--- src/rtl/serial_subtractor_pkg.sv ---
// Shared constants and state encoding for the byte-serial arithmetic blocks.
package serial_subtractor_pkg;

    localparam int unsigned BYTE_W = 8;

    typedef enum logic [1:0] {
        IDLE = 2'd0,
        RUN  = 2'd1,
        DONE = 2'd2
    } arith_state_t;

    // Byte-index width; a single-byte operand still gets a 1-bit index.
    function automatic int unsigned idx_width(input int unsigned n);
        return (n > 1) ? $clog2(n) : 1;
    endfunction

endpackage

--- src/rtl/serial_subtractor_byte_sub.sv ---
// One byte of a ripple subtraction: d = x - y - bin, with borrow out.
module byte_sub
    import serial_subtractor_pkg::*;
(
    input  logic [BYTE_W-1:0] x,
    input  logic [BYTE_W-1:0] y,
    input  logic              bin,
    output logic [BYTE_W-1:0] d_c,
    output logic              bout_c
);

    localparam int unsigned EXT_W = BYTE_W + 1;

    logic [EXT_W-1:0] diff_wide;

    // Extra MSB of the widened difference is the borrow.
    always_comb begin
        diff_wide = {1'b0, x} - {1'b0, y} - EXT_W'(bin);
    end

    assign d_c    = diff_wide[BYTE_W-1:0];
    assign bout_c = diff_wide[BYTE_W];

endmodule

--- src/rtl/serial_subtractor.sv ---
// Byte-serial subtractor: q = a - b - bin, one byte per clock, LSB first,
// with valid/ready handshakes on both sides and borrow/zero/overflow flags.
module serial_subtractor
    import serial_subtractor_pkg::*;
#(
    parameter int unsigned BYTES = 4
) (
    input  logic                     clk,
    input  logic                     rst,
    input  logic                     in_valid,
    output logic                     in_ready,
    input  logic [BYTES*BYTE_W-1:0]  a,
    input  logic [BYTES*BYTE_W-1:0]  b,
    input  logic                     bin,
    output logic                     out_valid,
    input  logic                     out_ready,
    output logic [BYTES*BYTE_W-1:0]  q,
    output logic                     bout,
    output logic                     zero,
    output logic                     ovf
);

    localparam int unsigned IDX_W = idx_width(BYTES);
    localparam int unsigned LAST  = BYTES - 1;

    arith_state_t state;
    arith_state_t state_nx;

    logic [BYTES-1:0][BYTE_W-1:0] a_r;
    logic [BYTES-1:0][BYTE_W-1:0] b_r;
    logic [BYTES-1:0][BYTE_W-1:0] q_r;
    logic [BYTES-1:0][BYTE_W-1:0] q_nx;
    logic                         borrow_r;
    logic [IDX_W-1:0]             idx;

    logic                         accept;
    logic                         step;
    logic                         last;
    logic [BYTE_W-1:0]            a_byte;
    logic [BYTE_W-1:0]            b_byte;
    logic [BYTE_W-1:0]            d_byte;
    logic                         borrow_byte;

    // State register
    always_ff @(posedge clk) begin
        if (rst) begin
            state <= IDLE;
        end else begin
            state <= state_nx;
        end
    end

    // Next state and per-cycle control
    always_comb begin
        state_nx = state;
        accept   = 1'b0;
        step     = 1'b0;
        last     = (idx == IDX_W'(LAST));
        unique case (state)
            IDLE: begin
                if (in_valid) begin
                    accept   = 1'b1;
                    state_nx = RUN;
                end
            end
            RUN: begin
                step = 1'b1;
                if (last) begin
                    state_nx = DONE;
                end
            end
            DONE: begin
                if (out_ready) begin
                    state_nx = IDLE;
                end
            end
            default: begin
                state_nx = IDLE;
            end
        endcase
    end

    // Handshake flags are flopped from the next state so they track the FSM exactly.
    always_ff @(posedge clk) begin
        if (rst) begin
            in_ready  <= 1'b1;
            out_valid <= 1'b0;
        end else begin
            in_ready  <= (state_nx == IDLE);
            out_valid <= (state_nx == DONE);
        end
    end

    always_comb begin
        a_byte = a_r[idx];
        b_byte = b_r[idx];
    end

    byte_sub u_byte_sub (
        .x      (a_byte),
        .y      (b_byte),
        .bin    (borrow_r),
        .d_c    (d_byte),
        .bout_c (borrow_byte)
    );

    // Result with the current byte merged in, used for the zero flag on the last byte.
    always_comb begin
        q_nx      = q_r;
        q_nx[idx] = d_byte;
    end

    // Operand capture, byte ripple and final flag update
    always_ff @(posedge clk) begin
        if (rst) begin
            a_r      <= '0;
            b_r      <= '0;
            q_r      <= '0;
            borrow_r <= 1'b0;
            idx      <= '0;
            bout     <= 1'b0;
            zero     <= 1'b1;
            ovf      <= 1'b0;
        end else if (accept) begin
            a_r      <= a;
            b_r      <= b;
            borrow_r <= bin;
            idx      <= '0;
        end else if (step) begin
            q_r      <= q_nx;
            borrow_r <= borrow_byte;
            idx      <= last ? '0 : idx + IDX_W'(1);
            if (last) begin
                bout <= borrow_byte;
                zero <= (q_nx == '0);
                ovf  <= (a_r[LAST][BYTE_W-1] != b_r[LAST][BYTE_W-1]) &&
                        (d_byte[BYTE_W-1] != a_r[LAST][BYTE_W-1]);
            end
        end
    end

    assign q = q_r;

endmodule

--- config.mk ---
export PLATFORM = sky130hd
export DESIGN_NAME = serial_subtractor
export DESIGN_NICKNAME = d
export VERILOG_FILES = /design/src/rtl/serial_subtractor_pkg.sv /design/src/rtl/serial_subtractor_byte_sub.sv /design/src/rtl/serial_subtractor.sv
export SDC_FILE = /design/constraint.sdc
export NUM_CORES = 1
export LEC_CHECK = 0
export ABC_AREA = 1
export CAP_MARGIN = 25
export CORE_MARGIN = 3
export CORE_UTILIZATION = 52
export DETAILED_ROUTE_END_ITERATION = 10
export PLACE_DENSITY = 0.83
export SETUP_SLACK_MARGIN = 0.1
export SLEW_MARGIN = 20
export SYNTH_ARGS = -nofsm -noshare
export SYNTH_HDL_FRONTEND = slang
export SYNTH_SLANG_ARGS = --single-unit
--- constraint.sdc ---
create_clock -name clk -period 3.38 [get_ports clk]
set_clock_uncertainty 0.1 [all_clocks]
set_input_delay 0.676 -clock clk [delete_from_list [all_inputs] [get_ports clk]]
set_output_delay 0.676 -clock clk [all_outputs]
set_load 0.02 [all_outputs]
**Word-level counts from Yosys, hierarchy flattened**

Index checks and enable logic that the tools add are counted.

- Order comparisons: 2
- Reductions and logical operators: 9
- Equality and inequality tests: 6
- Mux-type cells: 17
- $add $sub $neg: 3
- Bitwise logic cells: 1

Operators with widths:

| kind | number |
|---|---|
| $bmux 8 s2 | 2 |
| $bwmux 32 | 1 |
| $logic_not 32->1 | 1 |
| $mux 8 | 3 |
| $demux 8 s2 | 1 |
| $sub 8x8->9 | 1 |
| $sub 9x1->9 | 1 |
| $mux 2 | 4 |
| $eq 2x2->1 const B | 3 |
| $pmux 2 s3 | 1 |
| $mux 1 | 5 |
| $logic_not 2->1 | 2 |
| $lt 2x3->1 const B | 1 |
| $reduce_and 3->1 | 1 |
| $add 2x1->2 const B | 1 |
| $eq 2x1->1 const B | 1 |
| $ge 2x1->1 const B | 1 |
| $logic_and 1x1->1 | 2 |
| $ne 1x1->1 | 2 |
| $reduce_and 2->1 | 1 |
| $reduce_bool 2->1 | 1 |
| $reduce_or 2->1 | 1 |
| $not 1->1 | 1 |

- Input port bits: 69
- Register bits: 106
- Output and inout port bits: 37

**Depth between registers and ports, before layout**

Gate-level depths: netlist (run 1).

- Word-level depth: 6
- Mapped depth: 21
- Mapped depth without buffers: 19

**By module**

Synthesis (run 1) repeated with hierarchy kept, for this count alone.

- Cells, all modules: 771
- Area total of the unflattened synthesis: 5235.0 µm²

By module, submodules not included:

| module | cells each | times used | seq. area each (µm²) | area each (µm²) |
|---|---|---|---|---|
| serial_subtractor | 671 | 1 | 2122.0 | 4658.2 |
| byte_sub | 100 | 1 | 0.0 | 576.8 |

**Worst setup path before layout (run 1)**

No wires, ideal clock.

- Path type: reg2reg
- Start point: register idx[0]
- End point: register zero
- Path buffers: 2
- Data required time: 3.221 ns
- Library setup time: 0.059 ns
- Period minus slack after synthesis: 3.042 ns
- Stages on the path, launching flop included: 20
- Slack: 0.338 ns
- Arrival time: 2.883 ns
- Cell sequence: dfxtp_1 -> buf_6 -> inv_6 -> clkbuf_1 -> nand2_1 -> a32o_1 -> fa_1 -> fa_1 -> nand2_1 -> o21ai_0 -> nand2_1 -> nor2_1 -> nand2_1 -> nor2_1 -> nand3_1 -> nor2_1 -> nand4_1 -> nor3_1 -> nand3_1 -> nand2_1

- Cells in the longest elaborated chain, start to end: 6

Ends and longest elaborated chain:

| what | RTL line | text |
|---|---|---|
| start: declaration | serial_subtractor.sv:34 | `logic [IDX_W-1:0] idx;` |
| start signal: assignment | serial_subtractor.sv:132 | `idx <= last ? '0 : idx + IDX_W'(1);` |
| $bmux 8 s2, or another cell as far along | serial_subtractor.sv:95 | `a_byte = a_r[idx];` |
| $mux 8 (implied by the code), or another cell as far along | serial_subtractor.sv:95 |  |
| $sub 8x8->9 or $mux 8 (tied branches) | serial_subtractor_byte_sub.sv:18, serial_subtractor.sv:110 |  |
| $sub 9x1->9 or $demux 8 s2 (tied branches) | serial_subtractor_byte_sub.sv:18, serial_subtractor.sv:110 |  |
| $bwmux 32 | serial_subtractor.sv:110 | `q_nx[idx] = d_byte;` |
| $logic_not 32->1 | serial_subtractor.sv:135 | `zero <= (q_nx == '0);` |
| end signal: assignment | serial_subtractor.sv:135 |  |
| end: declaration | serial_subtractor.sv:19 | `output logic zero,` |

Parallel ways exist; a longest one is shown, timed or not. The select of a mux whose other input is x is not followed.
A chain may end at the register's enable or synchronous reset.

**Worst setup path after layout (run 1)**

- Start point: register idx[1]
- End point: register zero

The elaborated chain is that of the path after synthesis.

==> results.ini, run 1 <==
[run_status]
status = complete, no violations

[logic_synthesis]
synthArstFlopShare_pct = 0
yosys.area_share.simple_pct = 26.1
yosys_warnings = 0
synth_compound_area_share_pct = 19.3
yosysTopAreaCell = dfxtp_1
synth_seq_cells = 106
synthCells = 745
synth_top_area_share_pct = 41.1
synth.avg_cell_area_um2 = 6.93
synth_top_family_by_area = simple AND/OR/NAND/NOR gates
yosysSeqAreaShare_pct = 41.1
synth.top_cells.by_area = dfxtp_1, nor2_1, o21ai_0
synth_xor_area_share_pct = 0
synth_nets = 832
synthFlopType = dfxtp_1
synthMuxAreaShare_pct = 0.581
ys_types = 33
syn_area_um2 = 5170
synth_edf_count = 0
yosys.area_share.adder_pct = 4.65

[cts]
post_cts_resized = 0
cts.path.max_buffers = 2
htreeDepth = 3
cts_num_sinks = 106
postCtsHoldBufs = 0
cts_buffers = 9
cts.clk_slew.worst_paths_ns = 0.10
cts_setup_buffers = 0
clk_latency_ns = 0.38
root_buffer = clkbuf_8
cts_tree = built

[finish]
final_common_cell = nor2_1
diodes = 0
final_cell_mix = nor2_1, nand2_1, dfxtp_1, clkdlybuf4s50_1, o21ai_0
fin_cells = 966
syn_to_final_growth_pct = 27.1
fin_nets = 919
fin_util_pct = 69.4
stdcell_area_um2 = 6570
drive_above_1_share_pct = 6.93

[global_routing]
grt_antenna_before_repair = 0
grt-ovfl-total = 0
track_usage_pct = 25.4
grt_pass1_vias = 5030
grt_pass1_wl_mm = 23.3
grt_max_degree = 49

[power]
power_mw = 3.32
vdd_drop_max_mv = 0.283
power.density_nw_per_um2 = 505
leakagePower_nw = 2.87

[hold_path]
hold_class = flip-flop to flip-flop

[worst_setup_path]
ff2ff_setup_slack_ns = 0.28
cp.required_ns = 3.61
crit_arrival_ns = 3.33
critPathCaptureType = flip-flop
crit_fanout = 10
endpoint = zero$_SDFFE_PP1P_
crit_type = flip-flop to flip-flop
crit_start = idx[1]$_SDFFE_PP0P_
worst_path_max_delay_cell = fa_1
path_cells = inv_1, buf_4, o21ai_0, o22ai_1, fa_2, fa_1, inv_1, nand2_1, nand2_1, nor2_1, nand3_1, nor2_1, nand3_1, nor2_1, nand4_1, nor3_1, nand3_1, nand2_1
cp_top_family = simple AND/OR/NAND/NOR gates
reg2reg_depth = 18
cp.depth = 18
cp.buffers_inverters = 3
crit-reg2reg-capture = zero$_SDFFE_PP1P_
worst_r2r_startpoint = idx[1]$_SDFFE_PP0P_
cpPeakStageDelay_ns = 0.56
cp-start-kind = flip-flop

[die]
io_pins = 106
dieHeight_um = 106
rows = 35
die-area_um2 = 11200
coreArea_um2 = 9460
die_w_um = 106
initial_utilization_pct = 54.6

[timing]
fmax_mhz = 322
relSlewSlack_pct = 61.5
setup_viol = 0
hold_violations = 0
period_share_pct = 91.8
final.setup.tns_ns = 0
worst_slack_ns = 0.278
worst_slew_pin_slew_ns = 0.578
rsz0062_at_grt = false
slew_viol_final = 0
whs_ns = 0.370
period_needed_ns = 3.10

[placement]
gp_congestion = 0.945
portBuffers = 105
place_inst = 950
pre_cts_slack_ns = 0.155
post_dp_cell_area_um2 = 6320
dp_hpwl_mm = 10.5

[detailed_routing]
routed_wl_mm = 14.2
drc = 0
wl_per_cell_um = 14.7
via_per_inst = 5.46
ant_nets = 0
drt_first_pass_iters = 5
vias = 5274
drtIter0Drc = 385

[job]
cap_viol_max_count = 0

[synthesized netlist by cell type, types with 2 or more instances]
master	number
nor2_1	153
nand2_1	115
dfxtp_1	106
o21ai_0	101
inv_1	64
a21oi_1	38
nand3_1	36
clkbuf_1	35
ha_1	16
o211ai_1	15
or2_2	10
o22ai_1	7
a32o_1	6
buf_2	6
o21ai_1	6
nand2_2	5
mux2i_1	3
o21bai_1	3
fa_1	2
nand3_2	2
nand4_1	2
nor2_2	2
o21a_1	2
[routing by layer]
layer	track usage, %	routed length (µm)	up-vias
met5	0	0	-
met4	7.68	321	0
met3	5.08	903	36
met2	43.1	6830	214
met1	32.5	6110	2410
li1	-	-	2614
[cells by family after synthesis]
family	Yosys count
buffers and inverters	110
adder cells (fa/ha/maj)	18
multiplexers	3
flip-flops	106
AO/OA/AOI/OAI	180
AND/OR/NAND/NOR	328
[where the power goes]
part	internal (mW)	leakage [nW]	switching (mW)	total, mW
Clock	0.364	0.111	0.483	0.847
Combinational	0.417	1.88	0.631	1.05
Sequential	1.35	0.875	0.0706	1.42
Total	2.13	2.87	1.18	3.32
[final cells by class]
type	count	area (µm²)
fill	813	2890
multi-input combinational	529	2620
sequential	106	2130
timing repair buffer	119	1180
inverter	67	259
tap	129	161
clock buffer	9	124
clock inverter	7	95.1
[state kept, by name, indices dropped and copies added, names as in the netlist]
signal     count
borrow_r       1
ovf            1
b_r           32
bout           1
q             32
out_valid      1
state          2
zero           1
a_r           32
idx            2
in_ready       1
[tightest hold or removal path: stages, from the launching register on]
cell and delay [ns]:
dfxtp_1 0.32, nand2_1 0.06, a21oi_1 0.05
[worst min path at each step]
stage / from / end / slack (ns) / cells after the start
6_report: q[30]$_SDFFE_PP0P_ / q[30]$_SDFFE_PP0P_ / 0.37 / 2
5_1_grt: q[25]$_SDFFE_PP0P_ / q[25]$_SDFFE_PP0P_ / 0.40 / 2
4_1_cts: q[30]$_SDFFE_PP0P_ / q[30]$_SDFFE_PP0P_ / 0.37 / 2
3_5_place_dp: q[30]$_SDFFE_PP0P_ / q[30]$_SDFFE_PP0P_ / 0.36 / 2
3_3_place_gp: q[25]$_SDFFE_PP0P_ / q[25]$_SDFFE_PP0P_ / 0.34 / 2
2_1_floorplan: a_r[17]$_SDFFE_PP0P_ / a_r[17]$_SDFFE_PP0P_ / 0.34 / 2
No activity file was read; power rests on OpenSTA's default activity.
==> run 2, diff against run 1 <==
--- a/config.mk
+++ b/config.mk
@@ -10,7 +10,7 @@
 export CORE_MARGIN = 3
 export CORE_UTILIZATION = 52
 export DETAILED_ROUTE_END_ITERATION = 10
-export PLACE_DENSITY = 0.83
+export PLACE_DENSITY = 0.79
 export SETUP_SLACK_MARGIN = 0.1
 export SLEW_MARGIN = 20
 export SYNTH_ARGS = -nofsm -noshare
==> run 2 against run 1 <==
Net effect:
- critical path depth increased by 1
- combinational power about the same
- register-to-register slack improved by 0.03 ns
- clock power decreased by 11%
- via count decreased by 0.97%
- final area increased by 0.80%
- maximum frequency increased by 0.90%
- die area unchanged
- sequential share of layout area decreased by 0.24 points
- setup slack improved by 0.028 ns
- final cell count increased by 0.72%
- first-iteration DRC count decreased by 8.1%
- critical path type unchanged
- highest routed layer unchanged
==> results.ini, run 2 (synthesis results as in run 1) <==
[cts]
cts_buffers = 9  ; unchanged
cts_num_sinks = 106  ; unchanged
cts.clk_slew.worst_paths_ns = 0.11  ; about the same
clk_latency_ns = 0.38  ; about the same
cts.path.max_buffers = 2  ; unchanged
htreeDepth = 3  ; unchanged
root_buffer = clkbuf_8
cts_tree = built

[worst_setup_path]
reg2reg_depth = 19  ; +1
cp-start-kind = flip-flop
crit_arrival_ns = 3.31  ; -0.02 ns
critPathCaptureType = flip-flop
cp.required_ns = 3.61  ; about the same
crit_type = flip-flop to flip-flop
crit_fanout = 11  ; +1

[placement]
portBuffers = 105  ; unchanged
gp_congestion = 0.885  ; -6.4%
pre_cts_slack_ns = 0.113  ; -0.0422 ns
dp_hpwl_mm = 10.6  ; +0.90%

[detailed_routing]
ant_nets = 0  ; unchanged
routed_wl_mm = 14.4  ; +1.7%
wl_per_cell_um = 14.8  ; +0.93%
via_per_inst = 5.37  ; -1.7%
vias = 5223  ; -0.97%
drtIter0Drc = 354  ; -8.1%
drt_first_pass_iters = 6  ; +1
drc = 0  ; unchanged

[hold_path]
hold_class = flip-flop to flip-flop
hold_path_depth = 2  ; unchanged

[global_routing]
track_usage_pct = 25.7  ; +0.35 points
grt_pass1_wl_mm = 23.5  ; +1.1%
grt-ovfl-total = 0  ; unchanged
grt_max_degree = 73  ; +49%
grt_antenna_before_repair = 0  ; unchanged
grt_pass1_vias = 4850  ; -3.6%

[power]
leakagePower_nw = 2.88  ; +0.65%
power.density_nw_per_um2 = 490  ; -2.9%
vdd_drop_max_mv = 0.377  ; +33%

[timing]
slew_viol_final = 0  ; unchanged
relSlewSlack_pct = 57.3  ; -4.1 points
worst_slack_ns = 0.305  ; +0.0275 ns
worst_slew_pin_slew_ns = 0.640  ; +0.0615 ns
hold_violations = 0  ; unchanged
setup_viol = 0  ; unchanged
period_share_pct = 91.0  ; -0.81 points
period_needed_ns = 3.07  ; -0.0275 ns
rsz0062_at_grt = false
final.setup.tns_ns = 0  ; unchanged
fmax_mhz = 325  ; +0.90%

[finish]
final_common_cell = nor2_1
final_cell_mix = nor2_1, nand2_1, clkdlybuf4s50_1
drive_above_1_share_pct = 8.53  ; +1.6 points
fin_util_pct = 70.0  ; +0.56 points
fin_nets = 926  ; +0.76%
diodes = 0  ; unchanged
fillCellCount = 830  ; +2.1%
syn_to_final_growth_pct = 28.1

[run_status]
status = complete, no violations

[die]
coreArea_um2 = 9460  ; unchanged
die-area_um2 = 11200  ; unchanged
io_pins = 106  ; unchanged
dieHeight_um = 106  ; unchanged
rows = 35  ; unchanged
initial_utilization_pct = 54.6  ; unchanged
die_w_um = 106  ; unchanged

[job]
cap_viol_max_count = 0  ; unchanged

==> run 2: repair_timing <==
action                                  CTS  global route
pin swaps                                 0             3
buffers inserted                          0             7
hold buffers                              0             0
endpoints found under the setup margin    1             8
resized for setup                         1            13
==> run 2: stage by stage <==
| stage | hold slack [ns] | power [mW] | cell area, µm² | cells |
|---|---|---|---|---|
| 2_1_floorplan | 0.344 | 2.13 | 5170 | 745 |
| 3_3_place_gp | 0.337 | 2.43 | 6320 | 950 |
| 3_5_place_dp | 0.348 | 2.46 | 6320 | 950 |
| 4_1_cts | 0.364 | 3.20 | 6510 | 966 |
| 5_1_grt | 0.405 | 3.45 | 6620 | 973 |
| 6_report | 0.361 | 3.25 | 6620 | 973 |
==> run 2: power breakdown <==
group          internal [mW]  switching [mW]
clock                  0.286           0.467
sequential              1.35          0.0734
combinational          0.434           0.635
total                   2.07            1.18
==> run 2: path summary, 6_finish.rpt <==
kind | endpoint | slack (ns) | from
worst max-delay path | zero$_SDFFE_PP1P_ | 0.31 | idx[1]$_SDFFE_PP0P_
worst max register to register | zero$_SDFFE_PP1P_ | 0.31 | idx[1]$_SDFFE_PP0P_
worst min-delay path | q[25]$_SDFFE_PP0P_ | 0.36 | q[25]$_SDFFE_PP0P_
worst min register to register | q[25]$_SDFFE_PP0P_ | 0.36 | q[25]$_SDFFE_PP0P_
==> run 2: worst max-delay path, stage by stage, from the launching register on <==
cell and delay, ns:
dfxtp_2 0.36, clkinvlp_4 0.13, buf_4 0.15, buf_4 0.16, a32o_1 0.27, ha_1 0.29
inv_1 0.07, ha_4 0.26, a21oi_1 0.17, o21a_1 0.18, nand2_1 0.08, nand2_1 0.11
nand2_1 0.08, nand2_2 0.10, nand3_1 0.08, nand2_1 0.12, nand2_1 0.06, nor2_1 0.11
nand3_1 0.09, nand2_1 0.05
==> run 2: area by class of cell <==
class	instances	area, µm²	share of cell area [%]
clock buffer	10	128	1.93
clock inverter	6	56.3	0.851
inverter	67	260	3.93
multi-input combinational	529	2660	40.3
sequential	106	2130	32.1
tap	129	161	2.44
timing repair buffer	126	1220	18.5
==> run 2: per-layer routing <==
metal	global-route usage, %	vias up	share of wire (%)
met5	0	-	0
met4	8.05	0	1.4
li1	-	2614	-
met3	5.02	17	8.2
met1	35.9	2388	44
met2	40.2	204	47
==> run 3, diff against run 2 <==
--- a/config.mk
+++ b/config.mk
@@ -10,8 +10,9 @@
 export CORE_MARGIN = 3
 export CORE_UTILIZATION = 52
 export DETAILED_ROUTE_END_ITERATION = 10
-export PLACE_DENSITY = 0.79
+export PLACE_DENSITY_LB_ADDON = 0.2
 export SETUP_SLACK_MARGIN = 0.1
+export SKIP_LAST_GASP = 1
 export SLEW_MARGIN = 20
 export SYNTH_ARGS = -nofsm -noshare
 export SYNTH_HDL_FRONTEND = slang
==> run 3 against run 2 <==
Net effect:
- sequential power hardly changed
- combinational power barely moved
- maximum frequency rose by 1.5%
- largest power group unchanged
- critical endpoint unchanged
- die area stayed put
- final cell count fell by 0.82%
- sequential share of layout area grew 0.15 points
- final area decreased by 0.53%
- critical path depth decreased by 2
- setup slack improved by 0.045 ns
- clock power is 8.6% higher
==> results.ini, run 3 (synthesis results as in run 1) <==
[run_status]
status = complete, no violations

[timing]
setup_viol = 0  ; unchanged
hold_violations = 0  ; unchanged
worst_slack_ns = 0.351  ; +0.0454 ns
worst_slew_pin_slew_ns = 0.581  ; -0.0584 ns
period_share_pct = 89.6  ; -1.3 points
period_needed_ns = 3.03  ; -0.0454 ns
final.setup.tns_ns = 0  ; unchanged
relSlewSlack_pct = 61.1  ; +3.8 points
rsz0062_at_grt = false
slew_viol_final = 0  ; unchanged
fmax_mhz = 330  ; +1.5%

[die]
rows = 35  ; unchanged
dieHeight_um = 106  ; unchanged
die-area_um2 = 11200  ; unchanged
coreArea_um2 = 9460  ; unchanged
io_pins = 106  ; unchanged
die_w_um = 106  ; unchanged
initial_utilization_pct = 54.6  ; unchanged

[detailed_routing]
drc = 0  ; unchanged
drt_first_pass_iters = 5  ; -1
via_per_inst = 5.36  ; about the same
routed_wl_mm = 13.8  ; -4.3%
drtIter0Drc = 418  ; +18%
wl_per_cell_um = 14.3  ; -3.5%
vias = 5176  ; -0.90%
ant_nets = 0  ; unchanged

[global_routing]
grt_max_degree = 73  ; unchanged
track_usage_pct = 24.8  ; -0.95 points
grt_antenna_before_repair = 0  ; unchanged
grt_pass1_wl_mm = 22.8  ; -3.0%
grt_pass1_vias = 4820  ; -0.62%
grt-ovfl-total = 0  ; unchanged

[placement]
portBuffers = 105  ; unchanged
pre_cts_slack_ns = 0.165  ; +0.0519 ns
post_dp_cell_area_um2 = 6320  ; -0.12%
place_inst = 949  ; -0.11%
dp_hpwl_mm = 10.2  ; -4.0%
gp_congestion = 0.936  ; +5.8%

[finish]
stdcell_area_um2 = 6580  ; -0.53%
fin_cells = 965  ; -0.82%
final_cell_mix = nor2_1, nand2_1, dfxtp_1, clkdlybuf4s50_1, o21ai_0
syn_to_final_growth_pct = 27.4
drive_above_1_share_pct = 7.78  ; -0.76 points
final_common_cell = nor2_1
fin_nets = 918  ; -0.86%
diodes = 0  ; unchanged

[hold_path]
min_to = q[25]$_SDFFE_PP0P_
worstHoldStart = q[25]$_SDFFE_PP0P_
hold_class = flip-flop to flip-flop
hold_path_depth = 2  ; unchanged

[cts]
cts_num_sinks = 106  ; unchanged
htreeDepth = 3  ; unchanged
cts_setup_buffers = 0  ; unchanged
cts.clk_slew.worst_paths_ns = 0.10  ; about the same
cts_buffers = 9  ; unchanged
postCtsHoldBufs = 0  ; unchanged
root_buffer = clkbuf_8
cts_tree = built
post_cts_resized = 0  ; -1
cts.path.max_buffers = 2  ; unchanged
clk_latency_ns = 0.37  ; about the same

[worst_setup_path]
cpPeakStageDelay_ns = 0.56  ; +0.20 ns
path_cells = clkinv_8, o21ai_0, o22ai_1, fa_2, fa_1, inv_1, nand2_1, nand2_1, nor2_1, nand3_1, nor2_1, nand3_1, nor2_1, nand4_1, nor3_2, nand3_1, nand2_1
critPathCaptureType = flip-flop
worst_r2r_startpoint = idx[0]$_SDFFE_PP0P_
reg2reg_depth = 17  ; -2
crit-reg2reg-capture = zero$_SDFFE_PP1P_
crit_type = flip-flop to flip-flop
ff2ff_setup_slack_ns = 0.35  ; +0.05 ns
cp.required_ns = 3.59  ; -0.02 ns
cp-start-kind = flip-flop
crit_fanout = 24  ; +13
worst_path_max_delay_cell = fa_1
crit_arrival_ns = 3.24  ; -0.07 ns

[power]
leakagePower_nw = 2.87  ; -0.59%
vdd_drop_max_mv = 0.250  ; -34%
power_mw = 3.30  ; +1.6%
power.density_nw_per_um2 = 501  ; +2.1%

[job]
cap_viol_max_count = 0  ; unchanged

run 3: cell types whose count changed in the layout (fill, tap and decap cells not counted), moves of 2 or more:
cell        previous run  this run
buf_4                 20        10
buf_6                  0         2
clkinvlp_4             2         0
inv_6                  3         1
run 3: routing by layer:
metal / share of wire, % / up-vias / GRT usage, %
met5: 0 / - / 0
met4: 1.7 / 0 / 6.66
met3: 6.3 / 22 / 5.27
met2: 47 / 187 / 40.6
met1: 45 / 2371 / 33.1
li1: - / 2596 / -
run 3: worst max path at each step:
stage | startpoint | to | slack [ns] | depth (start not counted)
2_1_floorplan | idx[0]$_SDFFE_PP0P_ | zero$_SDFFE_PP1P_ | 0.34 | 19
3_3_place_gp | idx[0]$_SDFFE_PP0P_ | zero$_SDFFE_PP1P_ | 0.29 | 16
3_5_place_dp | idx[0]$_SDFFE_PP0P_ | zero$_SDFFE_PP1P_ | 0.16 | 16
4_1_cts | idx[0]$_SDFFE_PP0P_ | zero$_SDFFE_PP1P_ | 0.11 | 16
5_1_grt | idx[0]$_SDFFE_PP0P_ | zero$_SDFFE_PP1P_ | 0.06 | 18
6_report | idx[0]$_SDFFE_PP0P_ | zero$_SDFFE_PP1P_ | 0.35 | 17
run 3: layout make-up:
type	instances	area, µm²
Timing Repair Buffer	118	1170
Sequential cell	106	2130
Inverter	67	264
Clock buffer	10	138
Clock inverter	6	72.6
Fill cell	823	2880
Multi-Input combinational cell	529	2650
Tap cell	129	161
run 3: power breakdown:
group | switching (mW) | internal (mW) | leakage (nW)
Clock | 0.446 | 0.372 | 0.109
Sequential | 0.0670 | 1.35 | 0.875
Combinational | 0.636 | 0.425 | 1.88
Total | 1.15 | 2.15 | 2.87
run 3: worst max-delay path: cells and delay by family (launching register included):
kind | cells | cell delay, ns
adder cells (fa/ha/maj) | 2 | 0.95
AND/OR/NAND/NOR | 11 | 0.93
flip-flops | 1 | 0.43
AO/OA/AOI/OAI | 2 | 0.33
buffers and inverters | 2 | 0.21
run 3: stage by stage:
stage / util, % / hold WS (ns)
floorplan: - / 0.344
global placement: 66.8 / 0.337
detailed placement: 66.8 / 0.352
CTS: 69.0 / 0.366
global route: 69.6 / 0.395
finish: 69.6 / 0.365
